[src/rtl/pipe_pkg.sv]
`default_nettype none
// ============================================================================
// pipe_pkg : field widths and the ID/EX payload record shared by the pipeline
// Revision : 1.0
// ============================================================================
package pipe_pkg;

    localparam int DATA_W      = 32;
    localparam int ALU_OP_W    = 4;
    localparam int REG_IDX_W   = 5;
    localparam int IMM_W       = 16;
    localparam int STALL_CNT_W = 16;

    typedef struct packed {
        logic [DATA_W-1:0]    reg_a;
        logic [DATA_W-1:0]    reg_b;
        logic [IMM_W-1:0]     immediate;
        logic                 alu_src;
        logic [ALU_OP_W-1:0]  alu_op;
        logic [REG_IDX_W-1:0] rd;
        logic                 reg_write;
    } id_ex_payload_t;

endpackage
`default_nettype wire

[src/rtl/id_ex_slot.sv]
`default_nettype none
// ============================================================================
// id_ex_slot : one payload register plus valid bit with load / clear controls
// Revision   : 1.0
// ============================================================================
module id_ex_slot
    import pipe_pkg::*;
(
    input  logic           clk,
    input  logic           rst,
    input  logic           load,
    input  logic           clear,
    input  id_ex_payload_t d,
    output logic           valid,
    output id_ex_payload_t q
);

    // Clear drops only the valid bit; the payload keeps its last value.
    always_ff @(posedge clk) begin
        if (rst) begin
            valid <= 1'b0;
            q     <= '0;
        end else if (load) begin
            valid <= 1'b1;
            q     <= d;
        end else if (clear) begin
            valid <= 1'b0;
        end
    end

endmodule
`default_nettype wire

[src/rtl/id_ex_pipe_reg.sv]
`default_nettype none
// ============================================================================
// id_ex_pipe_reg : ID/EX valid/ready pipeline register with a one-beat skid
//                  slot. Optional stall counter via ID_EX_STALL_CNT_EN.
// Revision       : 1.0
// ============================================================================
module id_ex_pipe_reg
    import pipe_pkg::*;
#(
    parameter int DATA_WIDTH = DATA_W
) (
    input  logic                  clk,
    input  logic                  rst,
    input  logic                  in_valid,
    output logic                  in_ready,
    input  logic [DATA_WIDTH-1:0] in_reg_a,
    input  logic [DATA_WIDTH-1:0] in_reg_b,
    input  logic [IMM_W-1:0]      in_immediate,
    input  logic                  in_alu_src,
    input  logic [ALU_OP_W-1:0]   in_alu_op,
    input  logic [REG_IDX_W-1:0]  in_rd,
    input  logic                  in_reg_write,
    input  logic                  flush,
    output logic                  out_valid,
    input  logic                  out_ready,
    output logic [DATA_WIDTH-1:0] out_reg_a,
    output logic [DATA_WIDTH-1:0] out_reg_b,
    output logic [IMM_W-1:0]      out_immediate,
    output logic                  out_select,
    output logic [ALU_OP_W-1:0]   out_alu_op,
    output logic [REG_IDX_W-1:0]  out_rd,
    output logic                  out_reg_write
`ifdef ID_EX_STALL_CNT_EN
    ,
    output logic [STALL_CNT_W-1:0] stall_count
`endif
);

    id_ex_payload_t in_payload;
    id_ex_payload_t main_d;
    id_ex_payload_t main_q;
    id_ex_payload_t skid_q;
    logic           main_valid;
    logic           skid_valid;
    logic           main_load;
    logic           main_clear;
    logic           skid_load;
    logic           skid_clear;
    logic           accept;
    logic           consume;

    assign in_payload.reg_a     = in_reg_a;
    assign in_payload.reg_b     = in_reg_b;
    assign in_payload.immediate = in_immediate;
    assign in_payload.alu_src   = in_alu_src;
    assign in_payload.alu_op    = in_alu_op;
    assign in_payload.rd        = in_rd;
    assign in_payload.reg_write = in_reg_write;

    // Registered ready: depends only on skid occupancy, never on out_ready.
    assign in_ready = !skid_valid;
    assign accept   = in_valid && in_ready && !flush;
    assign consume  = main_valid && out_ready;

    always_comb begin
        main_load  = 1'b0;
        main_clear = 1'b0;
        skid_load  = 1'b0;
        skid_clear = 1'b0;
        main_d     = in_payload;
        if (flush) begin
            main_clear = 1'b1;
            skid_clear = 1'b1;
        end else if (!main_valid) begin
            main_load = accept;
        end else if (consume) begin
            if (skid_valid) begin
                main_load  = 1'b1;
                main_d     = skid_q;
                skid_clear = 1'b1;
            end else if (accept) begin
                main_load = 1'b1;
            end else begin
                main_clear = 1'b1;
            end
        end else begin
            skid_load = accept;
        end
    end

    id_ex_slot u_main (
        .clk   (clk),
        .rst   (rst),
        .load  (main_load),
        .clear (main_clear),
        .d     (main_d),
        .valid (main_valid),
        .q     (main_q)
    );

    id_ex_slot u_skid (
        .clk   (clk),
        .rst   (rst),
        .load  (skid_load),
        .clear (skid_clear),
        .d     (in_payload),
        .valid (skid_valid),
        .q     (skid_q)
    );

    assign out_valid     = main_valid;
    assign out_reg_a     = main_q.reg_a;
    assign out_reg_b     = main_q.reg_b;
    assign out_immediate = main_q.immediate;
    assign out_select    = main_q.alu_src;
    assign out_alu_op    = main_q.alu_op;
    assign out_rd        = main_q.rd;
    assign out_reg_write = main_q.reg_write && main_valid;

`ifdef ID_EX_STALL_CNT_EN
    // Saturating count of cycles EX holds off a valid beat; flush leaves it.
    always_ff @(posedge clk) begin
        if (rst) begin
            stall_count <= '0;
        end else if (main_valid && !out_ready && (stall_count != {STALL_CNT_W{1'b1}})) begin
            stall_count <= stall_count + 1'b1;
        end
    end
`endif

endmodule
`default_nettype wire

[config.mk]
export PLATFORM = sky130hd
export DESIGN_NAME = id_ex_pipe_reg
export DESIGN_NICKNAME = d
export VERILOG_FILES = /design/src/rtl/pipe_pkg.sv /design/src/rtl/id_ex_slot.sv /design/src/rtl/id_ex_pipe_reg.sv
export SDC_FILE = /design/constraint.sdc
export NUM_CORES = 1
export LEC_CHECK = 0
export CORE_ASPECT_RATIO = 0.5
export CORE_MARGIN = 4
export CORE_UTILIZATION = 40
export DETAILED_ROUTE_END_ITERATION = 10
export PLACE_DENSITY = 0.73
export SETUP_SLACK_MARGIN = 0.05
export SLEW_MARGIN = 20
export SYNTH_ARGS = -nofsm -noshare
export SYNTH_HDL_FRONTEND = slang
export SYNTH_HIERARCHICAL = 1
export SYNTH_SLANG_ARGS = --single-unit
export TNS_END_PERCENT = 20
[constraint.sdc]
create_clock -name clk -period 1.55 [get_ports clk]
set_input_delay 0.2325 -clock clk [delete_from_list [all_inputs] [get_ports clk]]
set_output_delay 0.2325 -clock clk [all_outputs]
set_load 0.02 [all_outputs]
After elaboration in Yosys (flattened, before gate mapping)
Cells that the tools add are included.
W data, S select, Z words.
{"block": "word_totals", "regBits": 184, "elab_cells": 49, "output_inout_bits": 93}
{"block": "op_classes", "mux": 25, "n_reduce_logical": 8}
{"cell": "$mux W91", "count": 4}
{"cell": "$mux W1", "count": 21}
{"cell": "$logic_and A1 B1 Y1", "count": 4}
{"cell": "$reduce_bool A2 Y1", "count": 2}
{"cell": "$logic_not A1 Y1", "count": 2}

Depth between registers and ports, before layout
Gate-level depths: netlist of run 1.
{"block": "depth", "ltp_word": 10, "mapped_depth": 6, "depth_no_buf": 4}

By module
Netlist of run 1, hierarchy kept.
{"mod": "id_ex_slot", "cells_per_inst": 297, "seq_area_each_um2": 1841.8, "instances": 2, "area_per_inst_um2": 3335.7}
{"mod": "id_ex_pipe_reg", "cells_per_inst": 112, "seq_area_each_um2": 0.0, "instances": 1, "area_per_inst_um2": 1624.1}

Worst setup path after synthesis of run 1
OpenSTA, ideal clock, no wires.
{"block": "synth_timing", "path_kind": "register to register", "start": "register u_main.valid", "end": "register u_main/q[11] in the netlist's numbering", "stages_incl_launch_ff": 7, "path_buffers": 2, "arrival_time_ps": 1667, "setup_ps": 117, "synth_period_minus_slack_ps": 1784, "setup_slack_ps": -234, "path_cell_list": "dfxtp_1 or2_2 a211oi_1 buf_6 buf_12 mux2i_1 nor2_1"}
{"block": "synth_via", "elab_chain_len": 4, "elab_cells_between_ends": 7}
{"item": "start: declaration", "line": "id_ex_slot.sv:14", "rtl": "output logic valid,"}
{"item": "start signal: assignment", "line": "id_ex_slot.sv:21", "rtl": "valid <= 1'b0;"}
{"item": "start signal: assignment", "line": "id_ex_slot.sv:24", "rtl": "valid <= 1'b1;"}
{"item": "start signal: assignment", "line": "id_ex_slot.sv:27", "rtl": "valid <= 1'b0;"}
{"item": "$logic_and A1 B1 Y1", "line": "id_ex_pipe_reg.sv:63", "rtl": "assign consume = main_valid && out_ready;"}
{"item": "$mux W1", "line": "id_ex_pipe_reg.sv:76", "rtl": "end else if (consume) begin"}
{"item": "$mux W1 *", "line": "id_ex_pipe_reg.sv:74", "rtl": "end else if (!main_valid) begin"}
{"item": "$mux W1 *", "line": "id_ex_pipe_reg.sv:71", "rtl": "if (flush) begin"}
{"item": "via main_load", "line": "id_ex_pipe_reg.sv:45", "rtl": "logic main_load;"}
{"item": "end signal: assignment", "line": "id_ex_slot.sv:22", "rtl": "q <= '0;"}
{"item": "end signal: assignment", "line": "id_ex_slot.sv:25", "rtl": "q <= d;"}
{"item": "end: declaration", "line": "id_ex_slot.sv:15", "rtl": "output id_ex_payload_t q"}
The timed path passes the listed nets; every way through them passes the cells marked *.
A chain may end at the register's enable or synchronous reset.

Final worst setup path of run 1
{"block": "layout_timing", "start": "register u_skid.valid", "end": "register u_main/q[16] in the netlist's numbering"}
{"block": "layout_via", "elab_chain_len": 8, "elab_cells_between_ends": 12}
{"item": "start: declaration", "line": "id_ex_slot.sv:14"}
{"item": "start signal: assignment", "line": "id_ex_slot.sv:21"}
{"item": "start signal: assignment", "line": "id_ex_slot.sv:24"}
{"item": "start signal: assignment", "line": "id_ex_slot.sv:27"}
{"item": "$logic_not A1 Y1", "line": "id_ex_pipe_reg.sv:61", "rtl": "assign in_ready = !skid_valid;"}
{"item": "$logic_and A1 B1 Y1 (2 in series)", "line": "id_ex_pipe_reg.sv:62", "rtl": "assign accept = in_valid && in_ready && !flush;"}
{"item": "$mux W1", "line": "id_ex_pipe_reg.sv:81", "rtl": "end else if (accept) begin"}
{"item": "$mux W1", "line": "id_ex_pipe_reg.sv:77", "rtl": "if (skid_valid) begin"}
{"item": "$mux W1", "line": "id_ex_pipe_reg.sv:76"}
{"item": "$mux W1 *", "line": "id_ex_pipe_reg.sv:74"}
{"item": "$mux W1 *", "line": "id_ex_pipe_reg.sv:71"}
{"item": "via main_load", "line": "id_ex_pipe_reg.sv:45"}
Marks and branches as above.

==> reports/summary.md, run 1 <==
The run finished, with violations left. The final reports fail on setup timing. Counting tap cells, the placed design contains a total of 1144 instances.

The latest clock arrival within the worst-skew pair was 410 ps. For the data required time at the worst endpoint, the log shows 1850 ps. Summing internal, switching and leakage power gives 11.0 mW.

Along the worst path, the maximum fanout reaches 17. From left edge to right edge, the die measures 212 um. For this block, the routed nets add up to 18200 um of wire. The H-tree was split into 4 levels.

On the final layout, the worst clock skew is 9.54 ps. The number of buffers and inverters on the critical path works out to 2. Data arrives at the worst endpoint at 1950 ps.

Kind of start point of the critical path: a flip-flop. The tools report the maximum vdd drop as 0.648 mV. The classification of the worst-slack hold path was in2reg.

The analysis attributes to cell leakage a power of 4.82 nW. The logs give 6 for the number of warnings issued by yosys and 29100 um for the global-route wire length before repair. The number of antenna violations at the first check in global routing came out at 1.

The sort of element at the end of the critical path is a flip-flop. For the final layout net count, the log shows 993. The detail route stage leaves a number of antenna-violating nets equal to 0. In this design, the stage delay of the slowest critical-path cell is 350 ps.

Input and output buffers added on the ports amount to 188. For the worst hold-check slack, the log shows 225 ps. Traced cell by cell, the critical path runs through or2_4, a211oi_4, buf_12, buf_12, mux2i_1, nor2_1.

The finished layout holds 1177 standard cells, fillers aside. The clock net sink count came out at 184. For this run, design rule violations remaining after detail routing come to 0.

Entering global routing, the biggest net connects 43 pins. In this run the mean area of a mapped cell was 11.7 um^2. The share of flip-flops with an asynchronous set or reset was 0.

The power density of the placed cells is 1000 mW/mm^2. The clock passes through at most 2 buffers. The final max-slew violation count came out at 0.

Summing every instance area after synthesis gives 0.00830 mm^2. The number of instances in the synthesized netlist came out at 706. The floorplan has 36 rows. After clock tree synthesis, the clock-pin slew on the worst setup and hold paths is 70 ps. The critical path class is reg2reg. For the register area share after synthesis, the log shows 0.444.

The post-CTS setup-driven buffer insertion count is 0. For the net count after synthesis, the log shows 802. The logs give 5529 for the routed via count and 17 for the clock buffer count from CTS. Global routing finished with a remaining overflow of 0.

The number of max-capacitance violations reported was 0. For this block, the initial DRC count from the detailed router was 187. Dividing the detail-routed via count by the number of cells gives 4.70. The fill cell total of the finished layout was 1771. The kind of cell adding the most delay to the critical path is buffers and inverters. For this run, the top clock speed supported by timing is 606 MHz.

Slowest cell on the critical path: dfxtp_2. The die covers 0.0232 mm^2. TritonCTS built the clock tree. The starting density of the core came out at 0.417. The minimum clock period after layout is 1650 ps, and the measured slew at the worst slew-check pin is 377 ps. The global placement routability congestion came out at 0.765. For the headroom to the max-slew limit, the log shows 0.748.

The library cell used most frequently in the layout, excluding fill and tap cells, is nor2_1. The root buffer cell chosen for the clock tree is clkbuf_16. The global routing usage summed across all routing layers was 0.155.

The final cycle utilization of the critical path was 1.06. The run gives 85 as the count of endpoints failing setup in the final report. In the layout the commonest cells are nor2_1 (184), dfxtp_1 (182), mux2i_1 (178). The share of cells above drive strength 1 was 0.188; the final core area utilization was 0.549.

After detailed routing, the average wire length per cell comes to 15.5 um. Setup repair after global routing could not meet its margin everywhere. The area growth from synthesis to layout is 31.9%. Worst setup slack after layout: -99.5 ps. The number of iterations in the first detailed-routing pass was 6.

Pin placement for this block handled 189 I/O pins. The tools report the count of endpoints failing hold in the final timing report as 0. The post-synthesis cell type count is 22, and the flop and latch count out of synthesis is 184.

The die is 110 um tall. Summed over all nets, the half-perimeter wirelength after detailed placement is 13000 um. The tools report the via count of the first global-routing pass as 5712.

Number of synthesized flops with an enable pin: 0. The tools report the standard cell core area as 0.0199 mm^2. The dominant cell type by count on the critical path is buf_12.

The most used flip-flop cell after synthesis is dfxtp_1.
[state kept, by name, indices dropped and copies added, names as in the netlist]
name,flops
u_main/q,91
u_skid/q,91
u_main/valid,1
u_skid/valid,1
[through the flow]
stage	setup WS [ps]	setup TNS, ps	cell area, um^2
after floorplan	11.7	0	8310
after global placement	-374	-57740	10400
after detailed placement	-431	-64150	10400
after CTS	-104	-4160	10900
after global routing	-183	-11140	10900
final	-99.5	-3840	10900
[worst paths after layout]
kind	from	endpoint	cells past startpoint	slack, ps
min reg2reg	u_main/q[15]	u_main/q[15]	2	490
max	u_skid/valid	u_main/q[16]	6	-100
max reg2reg	u_skid/valid	u_main/q[16]	6	-100
min	rst	u_skid/q[39]	2	230
[what timing repair did]
item / in CTS / in global routing
endpoints found under the setup margin: 186 / 145
hold buffers: 0 / 0
gates resized for setup: 99 / 6
[power by group]
group	leakage [nW]	internal [mW]	switching, mW	total [mW]
registers	1.49	4.87	0.0804	4.95
clock network	0.319	2.81	1.87	4.68
logic	3.01	0.739	0.598	1.34
total	4.82	8.42	2.55	11.0
[worst register-to-register path, delay by kind of cell, from the launching register on]
| family | cells | cell delay (ps) |
|---|---|---|
| DFF | 1 | 350 |
| muxes | 1 | 240 |
| and+or+nand+nor | 2 | 320 |
| buffers and inverters | 2 | 380 |
| AOI/OAI and AO/OA | 1 | 260 |
[layer usage]
metal | vias to the layer above | routed length, um | global-route usage
met3 | 17 | 555 | 0.0291
met2 | 78 | 9350 | 0.280
li1 | 2775 | - | -
met5 | - | 0 | 0
met1 | 2659 | 8090 | 0.188
met4 | 0 | 256 | 0.0482
[area by class of cell]
class,count,area (um^2),area share
Timing Repair Buffer,222,2270,0.208
Clock inverter,13,188,0.0172
Antenna cell,1,2.50,0.000229
Tap cell,266,333,0.0304
Sequential cell,184,3690,0.337
Clock buffer,19,453,0.0414
Inverter,3,11.3,0.00103
Multi-Input combinational cell,469,3990,0.365
[cell usage after synthesis (2+ instances only)]
| master | n | area (um^2) |
|---|---|---|
| buf_12 | 25 | 500 |
| buf_2 | 16 | 80.1 |
| mux2_4 | 90 | 1350 |
| buf_4 | 2 | 15.0 |
| nor2_1 | 184 | 691 |
| dfxtp_1 | 184 | 3680 |
| inv_2 | 2 | 7.51 |
| clkbuf_1 | 4 | 15.0 |
| a21oi_1 | 2 | 10.0 |
| buf_6 | 3 | 33.8 |
| mux2i_1 | 182 | 1820 |
| nand2b_1 | 2 | 12.5 |
[cells by family after synthesis]
| family | Yosys count | share of synthesized area |
|---|---|---|
| simple gates | 191 | 0.0890 |
| compound gates | 5 | 0.00407 |
| buf+inv | 53 | 0.0790 |
| mux | 273 | 0.384 |
| flops | 184 | 0.444 |
(Power assumes the default switching activity.)
==> run 2, diff against run 1 <==
MAX_ROUTING_LAYER = met4   (was not set)
==> run 2 against run 1 <==
The flow still finishes with violations (setup timing). Global-route usage grew 0.45 points. Design area did not move. Critical endpoint is now u_main/q[25]. Final cell count unchanged. Count of clock-buffer cells in the layout unchanged. Sequential cell count unchanged. Non-clock buffer count unchanged. Clock skew hardly changed. Largest cell class unchanged. Hold slack got worse by 2.1 ps.
==> reports/summary.md, run 2 (synthesis gave the netlist of run 1 again) <==
The critical-path maximum fanout is 17 (unchanged), and the data required time at the worst endpoint is 1840 ps (about the same). The run gives 0 (unchanged) as the post-CTS setup-driven buffer insertion count. The run finished, with violations left.

The sequential cell area was 0.00369 mm^2 (unchanged); the cell area reported after detailed placement was 0.0104 mm^2 (unchanged). For the standard cell core area, the log shows 0.0199 mm^2 (unchanged). The area growth from synthesis to layout was 31.9% (unchanged); the total DRC errors in the routed layout was 0 (unchanged). The worst setup path is launched from a flip-flop.

The library cell used as clock root buffer was clkbuf_16. For the total half-perimeter wirelength after legalization and detailed placement, the log shows 13000 um (unchanged). The logs give 82 (-3.5%) for the count of endpoints failing setup in the final report and 17 (unchanged) for the clock buffer count from CTS. The final global-route overflow total was 0 (unchanged). For the count of placed standard cells including taps, the log shows 1144 (unchanged). The global routing usage summed across all routing layers was 0.159 (+0.00454); the headroom to the max-slew limit was 0.750 (+0.00125).

The latest clock arrival within the worst-skew pair was 410 ps (about the same). The starting density of the core was 0.417 (unchanged); the final cycle utilization of the critical path was 1.06 (-0.00531). Clock-pin transition on the worst setup and hold timing paths: 70 ps (about the same). The run gives 0 (unchanged) as the count of nets left with antenna violations after detail routing. The final core area utilization was 0.549 (unchanged); the hold path depth was 2 (unchanged). The average wire length per cell after detail routing is 15.5 um (+0.16%). The maximum number of pins on one net before global-route repair is 43 (unchanged). The largest clock skew in the final design is 9.23 ps (-0.311 ps). The logs give 189 (unchanged) for the count of boundary I/O pins and 0.652 mV (+0.55%) for the maximum vdd drop. In the layout the commonest cells are nor2_1 (184), dfxtp_1 (182), mux2i_1 (178). The run gives 5694 (-0.32%) as the via count of the first global-routing pass. The routed via count was 5532 (+0.054%); the count of input and output buffers was 188 (unchanged). The logs give 2 (unchanged) for the number of buffers on the longest clock path and 191 (+2.1%) for the violation count after the first detailed-routing iteration.

The ratio of routed vias to standard cells was 4.70 (about the same); the worst hold-check slack was 223 ps (-2.05 ps). Setup repair after global routing could not meet its margin everywhere. The measured slew at the worst slew-check pin came out at 376 ps (-1.87 ps).

The final layout net count came out at 993 (unchanged). The worst setup path is of the reg2reg kind. The multi-input logic area was 0.00399 mm^2 (unchanged); the clock net sink count was 184 (unchanged). STA classifies the critical path endpoint as a flip-flop.

The tools report the total power after layout as 11.0 mW (about the same). The tools report the overall routed net length as 18300 um (+0.16%). The number of cell instances on the worst register-to-register path was 6 (unchanged); the static leakage was 4.82 nW (unchanged). The tools report the setup slack at placement as -431 ps (unchanged). The die footprint was 0.0232 mm^2 (unchanged); the width of the die was 212 um (unchanged). Final cell area excluding filler cells: 0.0109 mm^2 (unchanged). The arrival time reported for the critical path endpoint is 1930 ps (-20 ps), and the H-tree depth is 4 (unchanged). The global-route wire length before repair came out at 29100 um (unchanged). Final max-slew violation count: 0 (unchanged). The final reports fail on setup timing. The largest registers in the layout are u_main/q (91), u_skid/q (91). The fill cell total of the finished layout is 1771 (unchanged), and the number of antenna violations at the first check in global routing is 1 (unchanged).

For the standard-cell row count, the log shows 36 (unchanged). TritonCTS built the clock tree. For the aggregate negative setup slack, the log shows -3720 ps (+120 ps). For the worst setup slack after layout, the log shows -91.2 ps (+8.23 ps). The power density of the placed cells is 1000 mW/mm^2 (about the same). The run gives 1177 (unchanged) as the post-layout instance count excluding filler cells.

The run gives 609 MHz (+0.50%) as the maximum operating frequency. The number of iterations in the first detailed-routing pass is 6 (unchanged), and the number of max-capacitance violations reported is 0 (unchanged). The share of cells above drive strength 1 was 0.188 (unchanged). The tools report the count of endpoints failing hold in the final timing report as 0 (unchanged). The run gives 0.775 (+1.3%) as the global placement routability congestion.

The leading cell type in the layout, fill and taps excluded was nor2_1. Minimum clock period after layout: 1640 ps (-8.23 ps). The die span in y works out to 110 um (unchanged).

In this run the worst hold path is classified as in2reg.
==> run 2: path summary, 6_finish.rpt <==
kind / start / to / slack (ps)
setup / recovery: u_skid/valid / u_main/q[25] / -90
setup reg to reg: u_skid/valid / u_main/q[25] / -90
hold reg to reg: u_main/q[15] / u_main/q[15] / 490
hold / removal: rst / u_skid/q[39] / 220
==> run 2: timing repair <==
action,CTS,global route
setup endpoints to repair,186,141
pin swaps,0,0
gates resized for setup,99,6
hold buffers,0,0
endpoints found under the hold margin,0,0
==> run 2: power breakdown <==
part           total (mW)  switching (mW)  internal, mW
Combinational        1.34           0.598         0.739
Sequential           4.95          0.0801          4.87
Clock                4.68            1.87          2.81
==> run 2: layout make-up <==
cell class              instances  area share
diodes                          1    0.000229
clock buffers                  19      0.0414
clock inverters                13      0.0172
inverters                       3     0.00103
multi-input cells             469       0.365
flip-flops and latches        184       0.337
well taps                     266      0.0304
repair buffers                222       0.208
==> run 2: layer usage <==
layer	wire (um)	track usage	up-vias
li1	-	-	2769
met5	0	-	-
met3	519	0.0277	17
met4	264	0.0482	0
met1	8120	0.189	2659
met2	9370	0.280	87
==> run 2: critical path, stage by stage, from the launching register on <==
cell and delay [ps]:
dfxtp_2 350, or2_4 260, a211oi_4 260, buf_12 190
buf_12 190, mux2i_1 210, nor2_1 60
==> run 3, diff against run 2 <==
ABC_AREA = 1   (was not set)
==> run 3 against run 2 <==
Largest power group unchanged. Worst setup slack improved by 86 ps. Maximum frequency increased by 5.6%. The flow still finishes with violations (setup timing). Die area decreased by 2.7%.
==> reports/summary.md, run 3 <==
The flow ran to the end, but the final reports show violations. The final reports fail on setup timing. The kind of start point of the critical path was a flip-flop. In this run the top signal layer used is met4. The tools report the number of warnings issued by yosys as 6 (unchanged). The maximum operating frequency was 643 MHz (+5.6%); the total DRC errors in the routed layout was 0 (unchanged). The tools report the count of boundary I/O pins as 189 (unchanged). The tools report the register area share after synthesis as 0.457 (+0.0130).

The critical path goes through nand4_1, a21oi_4, inv_6, buf_16, nor2_1, nor2_1. By startpoint and endpoint, the worst setup path is classified as reg2reg. The final cycle utilization of the critical path was 1.00 (-0.0557).

The number of buffers and inverters on the critical path is 2 (unchanged). The worst setup slack after layout is -4.83 ps (+86.4 ps). The ratio of routed vias to standard cells was 5.08 (+8.0%). For the aggregate negative setup slack, the log shows -4.83 ps (+3710 ps). The dominant cell by count in the synthesized netlist is nor2_1.

Classification of the worst-slack hold path: in2reg. The H-tree depth was 4 (unchanged); the standard-cell row count was 36 (unchanged). The met2 routed wirelength is 11600 um (+23%). The number of instances in the synthesized netlist is 1115 (+58%). The area growth from synthesis to layout was 35.2%; the fill cell total of the finished layout was 1866 (+5.4%). The tools report the global placement routability congestion as 0.810 (+4.5%). The largest total area in the synthesized netlist belongs to dfxtp_1. The count of input and output buffers is 188 (unchanged).

The minimum clock period after layout is 1550 ps (-86.4 ps), and the number of max-capacitance violations reported is 0 (unchanged). The leading cell type in the layout, fill and taps excluded was nor2_1. For the number of iterations in the first detailed-routing pass, the log shows 5 (-1). The main flop type after synthesis was dfxtp_1.

The worst stage delay on the critical path came out at 370 ps (+20 ps). The latest clock arrival within the worst-skew pair was 420 ps (about the same); the final max-slew violation count was 0 (unchanged). The tree is rooted in a clkbuf_16. The count of endpoints failing hold in the final timing report was 0 (unchanged).

The power density of the placed cells is 1040 mW/mm^2 (+3.3%), and the number of buffers on the longest clock path is 2 (unchanged). The die span in y is 108 um (-1.3%). The number of antenna violations at the first check in global routing was 0 (-1); the final global-route overflow total was 0 (unchanged). For the largest clock skew in the final design, the log shows 11.0 ps (+1.79 ps).

The global routing usage summed across all routing layers was 0.198 (+0.0385); the via count of the first global-routing pass was 7372 (+29%). The area share of the largest cell type after synthesis works out to 0.457 (+0.0130). The met3 wire length is 1260 um (+140%). The overall routed net length came out at 23800 um (+30%).

The cell area reported after detailed placement came out at 0.0101 mm^2 (-3.0%). The met1 layer wirelength in the final routing was 10600 um (+31%); the static leakage was 5.26 nW (+9.0%). The dominant cell type by count on the critical path is nor2_1. The measured slew at the worst slew-check pin is 321 ps (-55.0 ps).

The tools report the final cell area excluding filler cells as 0.0109 mm^2 (-0.37%). The kind of cell adding the most delay to the critical path was simple AND/OR/NAND/NOR gates. Count of endpoints failing setup in the final report: 1 (-99%). The cell area after technology mapping was 0.00806 mm^2 (-2.9%); the total half-perimeter wirelength after legalization and detailed placement was 15300 um (+18%). The final layout net count came out at 1380 (+39%). The run gives 0.719 mV (+10%) as the maximum vdd drop. STA classifies the critical path endpoint as a flip-flop. The final antenna diode count was 0 (-1); the clock-pin transition on the worst setup and hold timing paths was 70 ps (about the same). Share of cells above drive strength 1: 0.103 (-0.0845). The slowest stage of the critical path belongs to the cell dfxtp_4.

The net count after synthesis was 1211 (+51%); the routed via count was 7930 (+43%). The tools report the headroom to the max-slew limit as 0.786 (+0.0367). The logs give 184 (unchanged) for the clock net sink count and 1850 ps (about the same) for the data required time at the worst endpoint. In the layout the commonest cells are nor2_1 (326), nand2_1 (185), dfxtp_1 (182). The violation count after the first detailed-routing iteration is 578 (+200%), and the post-synthesis cell type count is 23 (+4.5%). For the clock buffer count from CTS, the log shows 17 (unchanged).

Setup repair after global routing could not meet its margin everywhere. The flop and latch count out of synthesis is 184 (unchanged), and the synthesized area divided by synthesized cell count is 7.23 um^2 (-38%). The arrival time reported for the critical path endpoint came out at 1860 ps (-70 ps). Number of synthesized flops with an enable pin: 0 (unchanged).

The critical-path maximum fanout works out to 21 (+4). The average wire length per cell after detail routing was 15.2 um (-1.8%); the starting density of the core was 0.410 (-0.00631). The share of flip-flops with an asynchronous set or reset was 0 (unchanged); the die footprint was 0.0226 mm^2 (-2.7%). The tools report the maximum number of pins on one net before global-route repair as 66 (+53%). The tools report the global-route wire length before repair as 36400 um (+25%).

The tools report the count of nets left with antenna violations after detail routing as 0 (unchanged). TritonCTS built the clock tree. The run gives 0.0196 mm^2 (-1.4%) as the standard cell core area. In the post-synthesis netlist, the biggest area contributors are dfxtp_1 (46%), nor2_1 (16%), o21ai_0 (11%), nand2_1 (8.6%), nand3_1 (5.7%). The width of the die works out to 209 um (-1.4%). In the synthesized netlist, the cells that appear most often are nor2_1 (345), nand2_1 (185), dfxtp_1 (184), o21ai_0 (184), nand3_1 (92).

In the final layout, the registers with the most flip-flops are u_main/q (91), u_skid/q (91).
==> run 3: path summary, 6_finish.rpt <==
check	from	end	slack, ps	cells past startpoint
worst max-delay path	u_main/valid	u_main/q[73]	-5	6
worst min-delay path	in_reg_a[9]	u_skid/q[68]	430	3
worst max register to register	u_main/valid	u_main/q[73]	-5	6
worst min register to register	u_skid/q[15]	u_skid/q[15]	490	2
==> run 3: per-layer routing <==
metal | vias to the layer above | track usage
met5 | - | -
met4 | 0 | 0.0554
met3 | 25 | 0.0330
met2 | 241 | 0.337
met1 | 3758 | 0.245
li1 | 3906 | -
==> run 3: kinds of logic after synthesis <==
logic type	count (synthesis)	synth area share
flip-flops	184	0.457
AO/OA/AOI/OAI	187	0.117
AND/OR/NAND/NOR	647	0.325
buffers and inverters	97	0.101
==> run 3: repair_timing <==
item,4_1_cts,5_1_grt
endpoints found under the setup margin,271,150
resized for setup,103,36
pin swaps,1,1
hold buffers,0,0
cloned,0,8
buffers inserted,0,5
==> run 3: worst min-delay path: stages <==
cell and delay [ps]:
clkdlybuf4s50_1 420, nor2_1 100, nor2_1 50
==> run 3: per-stage QoR <==
step | total power, mW | utilization | std cells | setup slack [ps] | hold slack (ps)
6_report | 11.3 | 0.555 | 1562 | -4.83 | 425
5_1_grt | 11.7 | 0.555 | 1562 | -85.2 | 417
4_1_cts | 11.3 | 0.541 | 1549 | 13.0 | 407
3_5_place_dp | 6.63 | 0.513 | 1518 | -377 | 483
3_3_place_gp | 6.60 | 0.513 | 1518 | -352 | 476
2_1_floorplan | 5.86 | - | 1115 | 40.0 | 286
==> run 3: cell type report <==
| class | instances | area (um^2) | share of cell area |
|---|---|---|---|
| Sequential cell | 184 | 3690 | 0.339 |
| Clock inverter | 11 | 194 | 0.0178 |
| Inverter | 10 | 53.8 | 0.00494 |
| Multi-Input combinational cell | 834 | 3640 | 0.334 |
| Tap cell | 266 | 333 | 0.0305 |
| Timing Repair Buffer | 237 | 2520 | 0.232 |
| Clock buffer | 20 | 457 | 0.0419 |
==> run 3: power breakdown <==
| group | leakage, nW | switching, mW | internal [mW] |
|---|---|---|---|
| Sequential | 1.50 | 0.0982 | 4.93 |
| Combinational | 3.44 | 0.824 | 0.637 |
| Clock | 0.313 | 1.85 | 2.95 |
| Total | 5.26 | 2.77 | 8.52 |
